--- config.mk ---
export PLATFORM = sky130hd
export DESIGN_NAME = conv_window_scheduler
export DESIGN_NICKNAME = d
export VERILOG_FILES = /design/src/rtl/conv_window_scheduler.sv
export SDC_FILE = /design/constraint.sdc
export NUM_CORES = 1
export LEC_CHECK = 0
export CAP_MARGIN = 20
export CORE_ASPECT_RATIO = 0.75
export CORE_MARGIN = 2
export CORE_UTILIZATION = 30
export DETAILED_ROUTE_END_ITERATION = 6
export HOLD_SLACK_MARGIN = 0.08
export PLACE_DENSITY = 0.53
export SYNTH_ARGS = -nofsm -noshare
export SYNTH_HDL_FRONTEND = slang
export SYNTH_SLANG_ARGS = --single-unit
--- constraint.sdc ---
create_clock -name clk -period 6 [get_ports clk]
set_input_delay 0.9 -clock clk [delete_from_list [all_inputs] [get_ports clk]]
set_output_delay 0.9 -clock clk [all_outputs]
set_load 0.02 [all_outputs]
--- src/rtl/conv_window_scheduler.sv ---
// Sliding-window address sequencer for one conv layer: walks every output
// pixel and streams its K*K input addresses and tap indices to the MAC.
module conv_window_scheduler #(
   parameter int IN_W   = 28,
   parameter int K      = 5,
   parameter int STRIDE = 1,
   parameter int ADDR_W = 10,
   parameter int CNT_W  = 5,
   parameter int TAP_W  = 5
) (
   input  logic              clk,
   input  logic              global_rst,
   input  logic              i_start,
   input  logic              i_abort,
   input  logic              i_ready,
   output logic              o_valid,
   output logic [ADDR_W-1:0] o_addr,
   output logic [TAP_W-1:0]  o_kidx,
   output logic              o_win_last,
   output logic [CNT_W-1:0]  o_out_row,
   output logic [CNT_W-1:0]  o_out_col,
   output logic              o_busy,
   output logic              o_done
);

   localparam int OUT_W = (IN_W - K) / STRIDE + 1;
   localparam int AW    = ADDR_W + CNT_W;

   // One-hot so valid/done/busy come straight off flops.
   typedef enum logic [2:0] {
      IDLE = 3'b001,
      RUN  = 3'b010,
      DONE = 3'b100
   } state_t;

   state_t state, state_nx;

   logic [CNT_W-1:0] kx, ky, col, row;
   logic [CNT_W-1:0] kx_nx, ky_nx, col_nx, row_nx;
   logic [AW-1:0]    addr_nx;
   logic [TAP_W-1:0] kidx_nx;
   logic             win_nx;
   logic             kx_end, ky_end, col_end, row_end;
   logic             fire, last_beat;

   assign kx_end    = (kx == CNT_W'(K - 1));
   assign ky_end    = (ky == CNT_W'(K - 1));
   assign col_end   = (col == CNT_W'(OUT_W - 1));
   assign row_end   = (row == CNT_W'(OUT_W - 1));
   assign fire      = state[1] & i_ready & ~i_abort;
   assign last_beat = fire & kx_end & ky_end & col_end & row_end;

   always_ff @(posedge clk or posedge global_rst) begin
      if (global_rst) state <= IDLE;
      else            state <= state_nx;
   end

   always_comb begin
      state_nx = state;
      unique case (1'b1)
         state[0]: if (i_start) state_nx = RUN;
         state[1]: begin
            if (i_abort)        state_nx = IDLE;
            else if (last_beat) state_nx = DONE;
         end
         state[2]: state_nx = IDLE;
         default:  state_nx = IDLE;
      endcase
   end

   // Tap counters advance innermost-first; abort and walk end clear them.
   always_comb begin
      kx_nx  = kx;
      ky_nx  = ky;
      col_nx = col;
      row_nx = row;
      if (!state[1] || i_abort || last_beat) begin
         kx_nx  = '0;
         ky_nx  = '0;
         col_nx = '0;
         row_nx = '0;
      end else if (fire) begin
         kx_nx = kx_end ? '0 : kx + 1'b1;
         if (kx_end) ky_nx = ky_end ? '0 : ky + 1'b1;
         if (kx_end && ky_end) begin
            col_nx = col_end ? '0 : col + 1'b1;
            if (col_end) row_nx = row_end ? '0 : row + 1'b1;
         end
      end
   end

   always_comb begin
      addr_nx = (AW'(row_nx) * AW'(STRIDE) + AW'(ky_nx)) * AW'(IN_W)
              + AW'(col_nx) * AW'(STRIDE) + AW'(kx_nx);
      kidx_nx = TAP_W'(ky_nx) * TAP_W'(K) + TAP_W'(kx_nx);
      win_nx  = (kx_nx == CNT_W'(K - 1)) && (ky_nx == CNT_W'(K - 1))
              && (state_nx == RUN);
   end

   always_ff @(posedge clk or posedge global_rst) begin
      if (global_rst) begin
         kx         <= '0;
         ky         <= '0;
         col        <= '0;
         row        <= '0;
         o_addr     <= '0;
         o_kidx     <= '0;
         o_win_last <= 1'b0;
      end else begin
         kx         <= kx_nx;
         ky         <= ky_nx;
         col        <= col_nx;
         row        <= row_nx;
         o_addr     <= addr_nx[ADDR_W-1:0];
         o_kidx     <= kidx_nx;
         o_win_last <= win_nx;
      end
   end

   assign o_valid   = state[1];
   assign o_done    = state[2];
   assign o_busy    = state[1] | state[2];
   assign o_out_row = row;
   assign o_out_col = col;

endmodule

==> reports/metrics.csv <==
metric,value,unit
worst hold path stage count,2,
CP max-delay cell,clkdlybuf4s50_1,
critical path buffer and inverter count,4,
async set-reset flop share out of synthesis,1.00,
commonest cells in the netlist,"dfrtp_1 (38), ha_1 (33), inv_1 (25)",
# setup viols final,0,
FMAX,179,MHz
mean routed wirelength per cell,14.1,µm
Pleak,1.75,nW
CP peak stage delay,520,ps
biggest area consumer among synthesized cells,dfrtp_1,
Placer Congestion,0.824,
reg2reg end,o_addr[9],
cts bufs inserted,5,
status,"complete, no violations",
via count,2115,
R2R Path Start,ky[0],
Pins Over Slew Limit,0,
Synth area leaders,"dfrtp_1 (34%), ha_1 (15%), fa_1 (9.4%)",
hold_sp,state[0],
initial cell density of the core,0.308,
worst-margin pin slew,519,ps
hold buffer count at cts,0,
cell area after synthesis,2780,µm²
Final nets,376,
Port-buffer cells,33,
r2r worst-path depth,19,
CTS tree,built,
FF+latch area,977,µm²
Vias/cell,4.83,
multi-input logic area,1680,µm²
drt pass-1 iters,4,
Startpoint Class,input pin,
Max VDD drop,91.2,µV
DIE WIDTH,115,µm
Synth Area in Simple Gates,0.162,
gr ovfl total,0,
clk root buf,clkbuf_16,
crit path time final,5590,ps
ANT cells,0,
share of cells above drive strength 1,0.0982,
Post-route DRC,0,
Hold EP,state[1],
critical path type,input pin to flip-flop,
share of the cycle needed by the critical path after routing,0.932,
setup TNS after final layout,0,ps
critical-path cell list,clkdlybuf4s50_1 > inv_1 > nor2_1 > nand2_1 > o21ai_1 > a21oi_1 > fa_1 > xor2_1 > inv_1 > fa_1 > inv_1 > ha_1 > fa_1 > ha_1 > nand2_1 > o21ai_0 > o21ai_0 > nor3b_1 > xnor3_1,
Core ar.,9010,µm²
pin count of the biggest net entering global routing,40,
Worst-Skew Late Latency,280,ps
Mapped Cells,274,
Worst setup EP type,flip-flop,
reg-to-reg setup timing slack,500,ps
Max Cap Violations,0,
largest family of logic cells by synthesized area,adder cells,
Top-Level Pins,34,
worst min path class,flip-flop to flip-flop,
multiplexer area fraction after synthesis,0.0216,
CP arrival,5750,ps
clock skew,3.38,ps
Post-Syn Nets,325,
yosys warns,0,
Post-synth top flop,dfrtp_1,
Post-synth EDFFs,0,
slew margin rel.,0.644,
Area growth syn-to-layout,26.8,%
WHS,527,ps
vias in the first global route,2073,
DRT antenna net count,0,
post-synthesis sequential area ratio,0.352,
Fillers,894,
Synth Area in Compound Gates,0.0978,
num rows,30,
Yosys reg bits,39,
family with the most delay on the worst path,adder cells,
initial antenna violation count,0,
synth unique cells,45,
die area,10000,µm²
syn_area_per_cell,10.1,µm²
DPL Wire Length,4840,µm
Global Route Usage Sum,0.131,
Clock transition at path regs,60,ps
Post-Synth XOR/XNOR Area,0.0775,
Sink Count,39,
Initial DRC Count,90,
DIE HEIGHT,87.3,µm
most frequent cell after synthesis,dfrtp_1,
clock buffer depth,2,
first-pass GRT wire length,10100,µm
RSZ-0062 raised after global routing,false,
Adder-Cell Fraction of Synth Area,0.242,
CTS HTree Levels,2,
"Max FO, Critical Path",4,
launch point of the worst path,i_ready,
pwr dens,185,nW/µm²
share of the synthesized area in the top cell type,0.342,
final hold viol count,0,
"Data required, critical path",6160,ps
Post-Route WL,6170,µm
[registers in the layout (all words and copies together), names as in the netlist]
register    flops
o_kidx          5
kx              5
o_win_last      1
o_addr         10
o_out_col       5
state           3
ky              5
o_out_row       5
[kinds of logic (layout without fill, tap and decap cells)]
| kind of cell | Yosys count | in the layout |
|---|---|---|
| flip-flops | 39 | 39 |
| AO/OA/AOI/OAI | 45 | 45 |
| AND/OR/NAND/NOR | 84 | 84 |
| multiplexers | 6 | 6 |
| buffers and inverters | 31 | 83 |
| adder cells (fa/ha/maj) | 46 | 46 |
| XOR/XNOR | 23 | 23 |
[final cells by class]
cell class / instances / share of cell area
Clock buffer: 6 / 0.0395
Clock inverter: 2 / 0.00995
Inverter: 25 / 0.0267
Multi-Input combinational cell: 204 / 0.476
Sequential cell: 39 / 0.278
Tap cell: 112 / 0.0398
Timing Repair Buffer: 50 / 0.130
[cell usage in the layout, fill, tap and decap left out, types with 2 or more instances in the layout]
cell	netlist	layout
xnor2_1	11	11
o211ai_1	2	2
xor2_1	11	11
clkdlybuf4s50_1	0	33
nor2b_1	3	3
dfrtp_1	38	38
nor3b_1	4	4
ha_1	33	33
clkbuf_16	0	5
and3b_1	2	2
nand2_1	20	20
a21oi_1	19	19
mux2i_1	6	6
nor2_1	18	18
o21ai_0	10	10
fa_1	13	13
a21o_1	7	7
nand2b_1	4	4
nor3_1	8	8
or2_2	2	2
buf_4	1	17
inv_1	25	25
nand4_1	2	2
nand3_1	9	9
nor4_1	2	2
[metal layers]
layer / GRT usage / vias up / part of all wire
met4: 0.0372 / 0 / 0.0076
met1: 0.180 / 1027 / 0.49
met5: 0 / - / 0
met2: 0.201 / 49 / 0.45
li1: - / 1034 / -
met3: 0.0383 / 5 / 0.050
[metrics by stage]
| step | setup slack [ps] | power (mW) | util | cells | area (µm²) |
|---|---|---|---|---|---|
| CTS | 380 | 0.661 | 0.390 | 438 | 3510 |
| finish | 410 | 0.651 | 0.391 | 438 | 3520 |
| detailed placement | 176 | 0.343 | 0.371 | 430 | 3340 |
| global route | 18.5 | 0.678 | 0.391 | 438 | 3520 |
| global placement | 181 | 0.342 | 0.371 | 430 | 3340 |
| floorplan | 629 | 0.316 | - | 274 | 2780 |
[worst min-delay path, stage by stage (launching register included)]
cell	delay, ps
dfstp_2	370
nand2_1	70
nand2_1	50
[worst max-delay path by stage]
stage / endpoint / cells past startpoint
6_report: o_addr[9] / 19
5_1_grt: o_addr[9] / 20
4_1_cts: o_addr[9] / 21
3_5_place_dp: o_addr[9] / 20
3_3_place_gp: o_addr[9] / 19
2_1_floorplan: o_addr[9] / 18
[power breakdown]
part | total, mW | internal (mW) | switching (mW)
registers | 0.275 | 0.270 | 0.00478
clock network | 0.315 | 0.207 | 0.108
logic | 0.0616 | 0.0242 | 0.0374
[what timing repair did]
action,4_1_cts,5_1_grt
setup endpoints to repair,0,1
resized for setup,0,1
setup buffers,0,0
Note: power is estimated with default switching activity, not from simulation.
